## config.mk

```make
export PLATFORM = sky130hd
export DESIGN_NAME = credit_sender
export DESIGN_NICKNAME = d
export VERILOG_FILES = /design/src/rtl/credit_pkg.sv /design/src/rtl/credit_counter.sv /design/src/rtl/credit_counter_checker.sv /design/src/rtl/credit_sender.sv
export SDC_FILE = /design/constraint.sdc
export NUM_CORES = 1
export LEC_CHECK = 0
export ABC_CLOCK_PERIOD_IN_PS = 4700
export BUFFER_PORTS_ARGS = -buffer_cell sky130_fd_sc_hd__buf_4
export CELL_PAD_IN_SITES_DETAIL_PLACEMENT = 1
export CELL_PAD_IN_SITES_GLOBAL_PLACEMENT = 2
export CORE_ASPECT_RATIO = 0.8
export CORE_MARGIN = 5
export CORE_UTILIZATION = 30
export CTS_BUF_LIST = sky130_fd_sc_hd__clkbuf_8
export CTS_CLUSTER_SIZE = 40
export DETAILED_ROUTE_END_ITERATION = 8
export PLACE_DENSITY_LB_ADDON = 0.1
export SYNTH_ARGS = -nofsm -noshare
export SYNTH_HDL_FRONTEND = slang
export SYNTH_SLANG_ARGS = --single-unit
```

## constraint.sdc

```tcl
create_clock -name clk -period 4.7 [get_ports clk]
set_input_delay 0 -clock clk [delete_from_list [all_inputs] [get_ports clk]]
set_output_delay 0 -clock clk [all_outputs]
set_load 0.005 [all_outputs]
```

## src/rtl/credit_pkg.sv

```systemverilog
// Shared constants and width helper for the credit sender/receiver pair.
package credit_pkg;

  localparam int DEFAULT_DATA_WIDTH = 8;
  localparam int DEFAULT_MAX_CREDIT = 4;

  // Counter width able to hold 0..max_credit inclusive.
  function automatic int credit_width(input int max_credit);
    return $clog2(max_credit + 1);
  endfunction

endpackage

```

## src/rtl/credit_counter.sv

```systemverilog
// Saturating credit counter with load; shared by credit sender and receiver.
module credit_counter
  import credit_pkg::*;
#(
  parameter int  MAX_CREDIT = DEFAULT_MAX_CREDIT,
  localparam int CW         = credit_width(MAX_CREDIT)
) (
  input  logic          clk,
  input  logic          rst,
  input  logic          load,
  input  logic [CW-1:0] load_value,
  input  logic          incr,
  input  logic          decr,
  output logic [CW-1:0] count
);

  localparam logic [CW-1:0] MAX_COUNT = CW'(MAX_CREDIT);

  logic [CW-1:0] count_r;
  logic [CW-1:0] count_next_s;

  // Next count: load wins, then a lone increment or decrement, each clamped at its bound.
  always_comb begin
    count_next_s = count_r;
    if (load) begin
      count_next_s = load_value;
    end else begin
      case ({incr, decr})
        2'b10:   count_next_s = (count_r == MAX_COUNT) ? count_r : count_r + CW'(1);
        2'b01:   count_next_s = (count_r == {CW{1'b0}}) ? count_r : count_r - CW'(1);
        default: count_next_s = count_r;
      endcase
    end
  end

  // Counter register; reset takes the load value.
  always_ff @(posedge clk) begin
    if (rst) begin
      count_r <= load_value;
    end else begin
      count_r <= count_next_s;
    end
  end

  assign count = count_r;

  credit_counter_checker #(
    .MAX_CREDIT (MAX_CREDIT),
    .CW         (CW)
  ) u_checker (
    .clk   (clk),
    .rst   (rst),
    .load  (load),
    .incr  (incr),
    .decr  (decr),
    .count (count_r)
  );

endmodule

```

## src/rtl/credit_counter_checker.sv

```systemverilog
// Runtime checks on the credit counter: overflow is flagged, underflow must never happen.
module credit_counter_checker #(
  parameter int MAX_CREDIT = 4,
  parameter int CW         = 3
) (
  input logic          clk,
  input logic          rst,
  input logic          load,
  input logic          incr,
  input logic          decr,
  input logic [CW-1:0] count
);

  localparam logic [CW-1:0] MAX_COUNT = CW'(MAX_CREDIT);

  // Sample counter controls each edge and flag illegal credit arithmetic.
  always @(posedge clk) begin
    if (!rst && !load) begin
      assert (!(incr && !decr && (count == MAX_COUNT)))
        else $warning("credit_counter: credit returned while full, count saturated at %0d", MAX_CREDIT);
      assert (!(decr && !incr && (count == {CW{1'b0}})))
        else $error("credit_counter: credit consumed while count is zero");
    end
  end

endmodule

```

## src/rtl/credit_sender.sv

```systemverilog
// Credit-based sender: gates upstream beats on available credit and registers them toward the receiver.
module credit_sender
  import credit_pkg::*;
#(
  parameter int  DATA_WIDTH = DEFAULT_DATA_WIDTH,
  parameter int  MAX_CREDIT = DEFAULT_MAX_CREDIT,
  localparam int CW         = credit_width(MAX_CREDIT)
) (
  input  logic                  clk,
  input  logic                  rst,
  input  logic                  push_valid,
  output logic                  push_ready,
  input  logic [DATA_WIDTH-1:0] push_data,
  output logic                  pop_valid,
  output logic [DATA_WIDTH-1:0] pop_data,
  input  logic                  pop_credit,
  output logic                  pop_sender_in_reset,
  input  logic                  pop_receiver_in_reset,
  input  logic [CW-1:0]         credit_initial,
  input  logic [CW-1:0]         credit_withhold,
  output logic [CW-1:0]         credit_count,
  output logic [CW-1:0]         credit_available
);

  logic [CW-1:0] count_s;
  logic [CW-1:0] available_s;
  logic          send_s;

  // Usable credit after the withheld reserve, floored at zero.
  always_comb begin
    available_s = {CW{1'b0}};
    if (count_s > credit_withhold) begin
      available_s = count_s - credit_withhold;
    end else begin
      available_s = {CW{1'b0}};
    end
  end

  // push_ready depends only on state and reset inputs, never on push_valid.
  assign push_ready          = (available_s != {CW{1'b0}}) & ~rst & ~pop_receiver_in_reset;
  assign send_s              = push_valid & push_ready;
  assign pop_sender_in_reset = rst;
  assign credit_count        = count_s;
  assign credit_available    = available_s;

  // Receiver reset reloads the counter every cycle and swallows returned credits.
  credit_counter #(
    .MAX_CREDIT (MAX_CREDIT)
  ) u_counter (
    .clk        (clk),
    .rst        (rst),
    .load       (pop_receiver_in_reset),
    .load_value (credit_initial),
    .incr       (pop_credit),
    .decr       (send_s),
    .count      (count_s)
  );

  // Single register stage toward the receiver; data holds when idle.
  always_ff @(posedge clk) begin
    if (rst) begin
      pop_valid <= 1'b0;
      pop_data  <= {DATA_WIDTH{1'b0}};
    end else begin
      pop_valid <= send_s;
      if (send_s) begin
        pop_data <= push_data;
      end
    end
  end

endmodule

```

# [After elaboration in Yosys (flattened, before gate mapping)]
# Cells that the tools add are included.
# Widths: inputs -> output; s select.
[word_totals] ff_bits=12 output_inout_bits=17 wordCells=27
[op_classes] add_sub_neg=3 n_lt_le_gt_ge=1 n_eq_ne=5 mux=6 n_bitwise=5 n_reduce_logical=4
[op_table] cell="$mux 3" count=5
[op_table] cell="$ne 4x4->1 const B" count=2
[op_table] cell="$pmux 3 s2" count=1
[op_table] cell="$reduce_bool 4->1" count=1
[op_table] cell="$add 3x1->3 const B" count=1
[op_table] cell="$and 1x1->1" count=3
[op_table] cell="$eq 3x3->1 const B" count=1
[op_table] cell="$gt 3x3->1" count=1
[op_table] cell="$logic_not 3->1" count=1
[op_table] cell="$reduce_and 3->1" count=1
[op_table] cell="$reduce_bool 3->1" count=1
[op_table] cell="$sub 3x1->3 const B" count=1
[op_table] cell="$sub 3x3->3" count=1
[op_table] cell="$eq 2x1->1 const B" count=1
[op_table] cell="$eq 2x2->1 const B" count=1
[op_table] cell="$not 1->1" count=2

# [Depth between registers and ports, before layout]
# Gate-level depths: netlist of run 1.
[logic_depth] depth_word=10 depth_mapped=15

# [Cells and area by module]
# A second synthesis of run 1 with hierarchy kept.
[hier_totals] hier_cells=84 area_unflattened_um2=788.3
[modules_own_cells] module="credit_sender" n_inst=1 cells_each=62 area_per_inst_um2=553.0 seq_area_each_um2=180.2
[modules_own_cells] module="credit_counter" n_inst=1 cells_each=22 area_per_inst_um2=235.2 seq_area_each_um2=90.1

# [Worst setup path before layout of run 1]
# No wires, ideal clock.
[synth_timing] path_kind="flip-flop to flip-flop" startpoint="register u_counter.count_r[0], in the netlist u_counter.count[0]" endpoint="register u_counter.count_r[1], in the netlist u_counter.count[1], data pin" setup_time_ns=0.260 arrival_ns=2.607 required_ns=4.440 slack_ns=1.833 stages_incl_launch_ff=14 path_buffers=1 synth_period_minus_slack_ns=2.867 path_cell_list="edfxtp_1 inv_1 ha_1 inv_1 fa_1 nand2b_1 a41oi_2 nand4_2 buf_6 inv_1 ha_1 xor2_1 ha_1 mux2_2"
[synth_between] elab_chain_cells=10 word_cells_on_any_way=16 classes_between="add/sub (3); order compare (1); eq/ne (2); mux (6); bitwise (3); reduce/logical (1)"
[synth_lines] item="from (decl)" line_no="credit_counter.sv:19" source="logic [CW-1:0] count_r;"
[synth_lines] item="from (signal assigned)" line_no="credit_counter.sv:39" source="count_r <= load_value;"
[synth_lines] item="from (signal assigned)" line_no="credit_counter.sv:41" source="count_r <= count_next_s;"
[synth_lines] item="$sub 3x3->3 / $gt 3x3->1 (equally long branches)" line_no="credit_sender.sv:33, credit_sender.sv:32"
[synth_lines] item="$mux 3 *" line_no="credit_sender.sv:32" source="if (count_s > credit_withhold) begin"
[synth_lines] item="$reduce_bool 3->1 *" line_no="credit_sender.sv:40" source="assign push_ready = (available_s != {CW{1'b0}}) & ~rst & ~pop_receiver_in_reset;"
[synth_lines] item="$and 1x1->1 * (2 in a row)" line_no="credit_sender.sv:40"
[synth_lines] item="$and 1x1->1 *" line_no="credit_sender.sv:41" source="assign send_s = push_valid & push_ready;"
[synth_lines] item="net send_s" line_no="credit_sender.sv:27" source="logic send_s;"
[synth_lines] item="$eq 2x1->1 / $eq 2x2->1 (equally long branches)" line_no="credit_counter.sv:28" source="case ({incr, decr})"
[synth_lines] item="$pmux 3 s2 *" line_no="credit_counter.sv:28"
[synth_lines] item="$mux 3 *" line_no="credit_counter.sv:25" source="if (load) begin"
[synth_lines] item="$mux 3 *" line_no="credit_counter.sv:38" source="if (rst) begin"
# The timed path passes the listed nets; every way through them passes the cells marked *. The select of a mux whose other input is x is not followed.
# A chain may end at the register's enable or synchronous reset.

# [Worst setup path after layout of run 1]
[layout_timing] startpoint="register u_counter.count_r[0], in the netlist u_counter.count[0]" endpoint="register u_counter.count_r[2], in the netlist u_counter.count[2], data pin"
# Same word-level chain as after synthesis.

==> results of run 1 <==
[area by class of cell]
| type | count | area share, % |
|---|---|---|
| Timing Repair Buffer | 35 | 23.0 |
| Sequential cell | 12 | 23.6 |
| Tap cell | 36 | 3.93 |
| Multi-Input combinational cell | 58 | 43.0 |
| Clock inverter | 1 | 0.328 |
| Inverter | 8 | 2.62 |
| Clock buffer | 3 | 3.61 |
[stage by stage]
step / hold slack [ns] / power (mW) / std cells / setup WS, ns / util, %
global placement: 0.269 / 0.218 / 149 / 1.45 / 43.6
floorplan: 0.0808 / 0.175 / 81 / 1.83 / -
finish: 0.0271 / 0.310 / 153 / 1.41 / 45.4
detailed placement: 0.274 / 0.219 / 149 / 1.40 / 43.6
global route: 0.0390 / 0.333 / 153 / 1.12 / 45.4
CTS: 0.0252 / 0.316 / 153 / 1.38 / 45.4
[cell families (layout without fill, tap and decap cells)]
| kind of cell | count (synthesis) | in the layout |
|---|---|---|
| and+or+nand+nor | 28 | 28 |
| adders and majority gates | 8 | 8 |
| DFF | 12 | 12 |
| AOI/OAI and AO/OA | 8 | 8 |
| muxes | 11 | 11 |
| buffers and inverters | 11 | 47 |
| xor gates and xnor gates | 3 | 3 |
[synthesized netlist by cell type (2+ instances only)]
| master | number | area [um^2] |
|---|---|---|
| a21oi_1 | 4 | 20.0 |
| and2_1 | 2 | 12.5 |
| dfxtp_1 | 9 | 180 |
| edfxtp_1 | 3 | 90.1 |
| ha_1 | 7 | 87.6 |
| inv_1 | 8 | 30.0 |
| mux2_2 | 2 | 22.5 |
| mux2i_1 | 9 | 90.1 |
| nand2b_1 | 18 | 113 |
| o21ai_0 | 2 | 10.0 |
| xnor2_1 | 2 | 17.5 |
[critical path, stage by stage (launching register included)]
cell      delay [ns]
edfxtp_1        0.43
inv_1           0.10
ha_1            0.17
inv_1           0.06
fa_1            0.37
nand2b_1        0.18
a41oi_2         0.24
nand4_2         0.42
inv_1           0.21
ha_1            0.22
xor2_1          0.08
ha_1            0.19
a21oi_1         0.15
xnor2_1         0.14
a21oi_1         0.09
[power by group through the flow]
stage | clock network (mW) | registers, mW | logic [mW]
6_report | 0.0953 | 0.120 | 0.0949
5_1_grt | 0.105 | 0.121 | 0.107
4_1_cts | 0.0992 | 0.120 | 0.0968
3_5_place_dp | 0 | 0.123 | 0.0962
3_3_place_gp | 0 | 0.122 | 0.0958
2_1_floorplan | 0 | 0.122 | 0.0536
[worst paths after layout]
check	slack, ns	from	cells after the start	end
hold / removal	0.03	push_data[2]	3	pop_data[2]
setup / recovery	1.41	u_counter.count[0]	14	u_counter.count[2]
hold reg to reg	0.47	pop_data[1]	2	pop_data[1]
setup reg to reg	1.41	u_counter.count[0]	14	u_counter.count[2]
[registers in the layout, summed over array words and instances, names as in the netlist]
signal and cells:
pop_data 8, pop_valid 1, u_counter.count 3
[metal layers]
metal	share of wire (%)	up-vias	wire length [um]
met5	0	-	0
met4	0.37	0	7
met3	7.1	2	134
met2	45	19	854
met1	47	302	886
li1	-	342	-
[cell usage in the layout (no fill, tap or decap), types with 2 or more instances in the layout]
| cell | count |
|---|---|
| buf_4 | 35 |
| a21oi_1 | 4 |
| mux2i_1 | 9 |
| nand2b_1 | 18 |
| mux2_2 | 2 |
| clkbuf_8 | 3 |
| ha_1 | 7 |
| xnor2_1 | 2 |
| dfxtp_1 | 9 |
| and2_1 | 2 |
| inv_1 | 9 |
| edfxtp_1 | 3 |
| o21ai_0 | 2 |
==> summary.md, run 1 <==
| Metric | Value |
|---|---|
| Status | `complete, no violations` |
| Main synth FF type | `dfxtp_1` |
| Largest net degree at the start of global routing | `19` |
| Combinational share of power | `between 30% and 40%` |
| GR Util All Layers | `10.9%` |
| RSZ-0062 raised after global routing | `no` |
| Setup CP Type | `reg -> reg` |
| Placed inst area | `about 1100 um^2` |
| Max Cap Violations | `0` |
| NumNets Final | `approximately 150` |
| M1 GR Usage | `14.7%` |
| Initial core utilization | `around 32%` |
| Area Overhead vs Synth | `40.6%` |
| Synthesized flop and latch total | `12` |
| Fmax | `between 0.3 and 0.4 GHz` |
| Post-Synth Simple-Gate Area | `23.5%` |
| FP Rows | `16` |
| Total internal power | `~0.22 mW` |
| TNS Setup | `0 ns` |
| Worst min path class | `in -> reg` |
| Vias in the first global route | `~700` |
| Die Span Y | `approximately 57 um` |
| Total clock buffers created by CTS | `3` |
| Power density over the cells | `271 nW/um^2` |
| Diode count | `0` |
| Post-synthesis compound-gate area fraction | `6.61%` |
| Worst-Skew Late Latency | `0.24 ns` |
| Top Ports | `36` |
| Sw Ratio | `between 20% and 30%` |
| Tmin final | `around 3.3 ns` |
| Hold-fix buffers, CTS | `0` |
| Fill count | `309` |
| Worst Skew | `a little over 0.006 ns` |
| Netlist cell types | `26` |
| Mapped Nets | `108` |
| DR iter-0 viols | `22` |
| Global-route wire length before repair | `roughly 3200 um` |
| Seq/Total Area, Yosys | `approximately a third` |
| Fin area | `approximately 1100 um^2` |
| Longest Clk Path Bufs | `2` |
| Layout cells sized above 1 | `a little under two fifths` |
| Multiplexer area fraction after synthesis | `between 10% and 20%` |
| Adder-cell area share of the yosys netlist | `13.2%` |
| XOR/XNOR Fraction of Synth Area | `around 3.2%` |
| Period utilization | `70.0%` |
| Post-Synthesis Cells | `slightly above 80` |
| DRT Pass-1 Iters | `3` |
| Peak supply drop | `roughly 160 uV` |
| # port buffers | `35` |
| Reg clk slew, reported paths | `0.06 ns` |
| Crit. End Element | `flip-flop` |
| Die width | `a little under 70 um` |
| Mapped Area | `between 800 and 900 um^2` |
| Slew headroom | `between 60 and 70%` |
| H-Tree Depth | `1` |
| DR vias | `665` |
| Gr ovfl total | `0` |
| Vias/cell | `about 4.3` |
| Final Setup Violations | `0` |
| Worst Max-Slew Pin Slew | `0.469 ns` |
| Slew Viols, Final | `0` |
| Avg WL per Cell | `approximately 12 um` |
| Resize count post-CTS | `0` |
| Syn. warnings | `0` |
| Largest family of logic cells by synthesized area | `simple AND/OR/NAND/NOR gates` |
| Fin. Hold Viols | `0` |
| Antenna Nets Post-Route | `0` |
| Area of the multi-input gates | `~490 um^2` |
| FF/Latch Area | `between 200 and 300 um^2` |
| Sequential share of power | `about two fifths` |
| CTS tree | `done` |
| Net Sw Power | `~0.087 mW` |
| Post-synth EDFFs | `3` |
| Req. time, crit path | `4.69 ns` |
| Syn Area/Cell | `about 10 um^2` |
| Wire length after detailed routing | `approximately 1900 um` |
| Grt met3 use | `approximately 4%` |
| Clk Tree Root Cell | `clkbuf_8` |
| Post-CTS Setup Inserts | `0` |
| Initial antenna violation count | `0` |
| Die area | `between 3000 and 4000 um^2` |
| Grt peak-use layer | `met2` |
| Post-synth ARST share | `0%` |
| CP Max Fanout | `11` |
| GR Layer Usage met2 | `between 10% and 20%` |
| Hpwl dp | `around 1600 um` |
| Leak | `approximately 0.6 nW` |
| CTS sink count | `12` |
| Core outline area | `~2500 um^2` |
| CP arrival | `about 3.3 ns` |
| Startpoint Class | `flip-flop` |
| Final RePlAce weighted congestion | `between 0.7 and 0.8` |
| Clock share of power | `between 30 and 40%` |
| DRC violations left | `0` |
Note: power is estimated with default switching activity, not from simulation.
==> run 2, diff against run 1 <==
--- a/config.mk
+++ b/config.mk
@@ -5,13 +5,13 @@
 export SDC_FILE = /design/constraint.sdc
 export NUM_CORES = 1
 export LEC_CHECK = 0
-export ABC_CLOCK_PERIOD_IN_PS = 4700
+export ABC_CLOCK_PERIOD_IN_PS = 3200
 export BUFFER_PORTS_ARGS = -buffer_cell sky130_fd_sc_hd__buf_4
 export CELL_PAD_IN_SITES_DETAIL_PLACEMENT = 1
 export CELL_PAD_IN_SITES_GLOBAL_PLACEMENT = 2
 export CORE_ASPECT_RATIO = 0.8
 export CORE_MARGIN = 5
-export CORE_UTILIZATION = 30
+export CORE_UTILIZATION = 28
 export CTS_BUF_LIST = sky130_fd_sc_hd__clkbuf_8
 export CTS_CLUSTER_SIZE = 40
 export DETAILED_ROUTE_END_ITERATION = 8
==> constraint.sdc (replaced) <==
create_clock -name clk -period 3.2 [get_ports clk]
set_input_delay 0 -clock clk [delete_from_list [all_inputs] [get_ports clk]]
set_output_delay 0 -clock clk [all_outputs]
set_load 0.005 [all_outputs]
==> run 2 against run 1 <==
Effect of this change: final cell count increased by 3.3%; critical endpoint is now u_counter.count[1]; largest cell class unchanged; via count rose by 1.8%; largest power group unchanged; first-iteration DRC count shrank 27%; hold slack worse by 0.0068 ns.
==> summary.md, run 2 (synthesis results as in run 1) <==
| Metric | Value |
|---|---|
| Commonest non-fill, non-tap cells in the layout | `buf_4 (38), nand2b_1 (18), mux2i_1 (9), dfxtp_1 (9), inv_1 (8)` |
| CTS sink count | `12 (unchanged)` |
| Most common library cell in the layout ignoring fill and taps | `buf_4` |
| Wire length after detailed routing | `1950 um (+3.6%)` |
| FP Rows | `17 (+1)` |
| Initial core utilization | `29.5% (-2.8 points)` |
| CTS tree | `done` |
| Vias/cell | `4.28 (-1.4%)` |
| Total clock buffers created by CTS | `3 (unchanged)` |
| # port buffers | `35 (unchanged)` |
| Largest register FFs | `8 (unchanged)` |
| Setup CP Type | `reg -> reg` |
| Power Total | `0.462 mW (+49%)` |
| DRC violations left | `0 (unchanged)` |
| Longest Clk Path Bufs | `2 (unchanged)` |
| Vias in the first global route | `675 (-5.9%)` |
| Antenna Nets Post-Route | `0 (unchanged)` |
| DR vias | `677 (+1.8%)` |
| Leak | `0.611 nW (+1.6%)` |
| Fin Hold WS | `0.0203 ns (-0.00679 ns)` |
| Slowest CP cell | `edfxtp_1` |
| TNS Setup | `0 ns (unchanged)` |
| DR iter-0 viols | `16 (-27%)` |
| Register-to-Register Path Depth | `12 (-2)` |
| Reg2Reg Setup Slack | `0.27 ns (-1.15 ns)` |
| Status | `complete, no violations` |
| Crit. End Element | `flip-flop` |
| Startpoint Class | `flip-flop` |
| Die area | `4090 um^2 (+6.0%)` |
| Biggest register | `pop_data` |
| Worst-path cell chain | `inv_1 -> ha_1 -> inv_1 -> fa_1 -> nand2b_1 -> a41oi_2 -> nand4_2 -> inv_1 -> ha_1 -> xor2_1 -> ha_1 -> mux2_2` |
| Peak supply drop | `302 uV (+87%)` |
| Slew Viols, Final | `0 (unchanged)` |
| Power density over the cells | `395 nW/um^2 (+46%)` |
| Layout cells sized above 1 | `39.2% (+1.6 points)` |
| Max Cap Violations | `0 (unchanged)` |
| Fmax | `0.341 GHz (+12%)` |
| Hold_sp | `push_data[3]` |
| Global-route wire length before repair | `3080 um (-5.3%)` |
| CP arrival | `2.93 ns (-0.35 ns)` |
| Die Span Y | `58.2 um (+2.9%)` |
| Core outline area | `2770 um^2 (+9.6%)` |
| CP Max Fanout | `4 (-7)` |
| Final Setup Violations | `0 (unchanged)` |
| Worst min path class | `in -> reg` |
| Cell family with most CP delay | `adder cells` |
| Area Overhead vs Synth | `43.6%` |
| Reg clk slew, reported paths | `0.06 ns (about the same)` |
| Hold path depth | `3 (unchanged)` |
| Fin area | `1170 um^2 (+2.2%)` |
| Initial antenna violation count | `0 (unchanged)` |
| Die width | `70.3 um (+3.0%)` |
| Avg WL per Cell | `12.3 um (+0.33%)` |
| Period utilization | `91.7% (+22 points)` |
| Hold-fix buffers, CTS | `0 (unchanged)` |
| Hpwl dp | `1620 um (+2.6%)` |
| Req. time, crit path | `3.20 ns (-1.49 ns)` |
| RSZ-0062 raised after global routing | `no` |
| Worst Skew | `0.00967 ns (+0.00350 ns)` |
| Tmin final | `2.93 ns (-0.353 ns)` |
| NumNets Final | `148 (+2.1%)` |
| DRT Pass-1 Iters | `2 (-1)` |
| CP peak stage delay | `0.42 ns (about the same)` |
| Worst-Skew Late Latency | `0.24 ns (about the same)` |
| Largest net degree at the start of global routing | `19 (unchanged)` |
| FF-to-FF Start | `u_counter.count[0]` |
| Top Ports | `36 (unchanged)` |
| Worst hold endpoint | `pop_data[3]` |
| Clk Tree Root Cell | `clkbuf_8` |
| Reg2reg end | `u_counter.count[1]` |
| Buf/Inv on CP | `3 (unchanged)` |
| Final RePlAce weighted congestion | `0.759 (+7.1%)` |
| H-Tree Depth | `1 (unchanged)` |
| Diode count | `0 (unchanged)` |
| Slew headroom | `68.2% (-0.48 points)` |
| Placed inst area | `1120 um^2 (+1.6%)` |
| Worst Max-Slew Pin Slew | `0.473 ns (+0.00330 ns)` |
| Gr ovfl total | `0 (unchanged)` |
| Fin. Hold Viols | `0 (unchanged)` |
| GR Util All Layers | `9.59% (-1.4 points)` |
-- run 2: cell count changes in the layout (fill, tap and decap cells not counted), sizes merged --
cell / change
buf: +3
clkinv: +1
inv: -1
-- run 2: power breakdown --
group	internal (mW)	switching, mW	leakage [nW]	total [mW]
sequential	0.166	0.0102	0.104	0.176
clock	0.0846	0.0573	0.0231	0.142
combinational	0.0807	0.0630	0.484	0.144
-- run 2: worst max path at each step --
stage                       start                 end  slack, ns  cells past startpoint
2_1_floorplan  u_counter.count[0]  u_counter.count[1]       0.33                     13
3_3_place_gp   u_counter.count[0]  u_counter.count[1]       0.29                     12
3_5_place_dp   u_counter.count[0]  u_counter.count[1]       0.20                     12
4_1_cts        u_counter.count[0]  u_counter.count[1]       0.20                     12
5_1_grt        u_counter.count[0]  u_counter.count[2]     0.0001                     14
6_report       u_counter.count[0]  u_counter.count[1]       0.27                     12
-- run 2: per-layer routing --
layer	global-route usage, %	up-vias	wire, um
met5	0	-	0
met4	3.28	0	17
met3	5.03	4	149
met2	15.7	19	909
met1	10.7	308	874
li1	-	346	-
-- run 2: metrics by stage --
| step | worst slack [ns] | cells | util, % |
|---|---|---|---|
| 2_1_floorplan | 0.333 | 81 | - |
| 3_3_place_gp | 0.285 | 153 | 40.4 |
| 4_1_cts | 0.195 | 157 | 42.0 |
| 3_5_place_dp | 0.203 | 153 | 40.4 |
| 6_report | 0.265 | 158 | 42.3 |
| 5_1_grt | 0.000120 | 158 | 42.3 |
-- run 2: area by class of cell --
type                       instances  area [um^2]
clock buffer                       3         41.3
clock inverter                     1         3.75
fill                             331         1600
inverter                           8         30.0
multi-input combinational         58          492
sequential                        12          270
tap                               38         47.5
timing repair buffer              38          285
-- run 2: repair_timing --
item                       4_1_cts  5_1_grt
resized for setup                0        0
setup endpoints to repair        0        2
buffers inserted                 0        1
-- run 2: worst reg2reg max path: stages (launching register included) --
cell and delay, ns:
edfxtp_1 0.42, inv_1 0.10, ha_1 0.16, inv_1 0.05, fa_1 0.37, nand2b_1 0.17, a41oi_2 0.23, nand4_2 0.18
inv_1 0.13, ha_1 0.21, xor2_1 0.18, ha_1 0.24, mux2_2 0.26
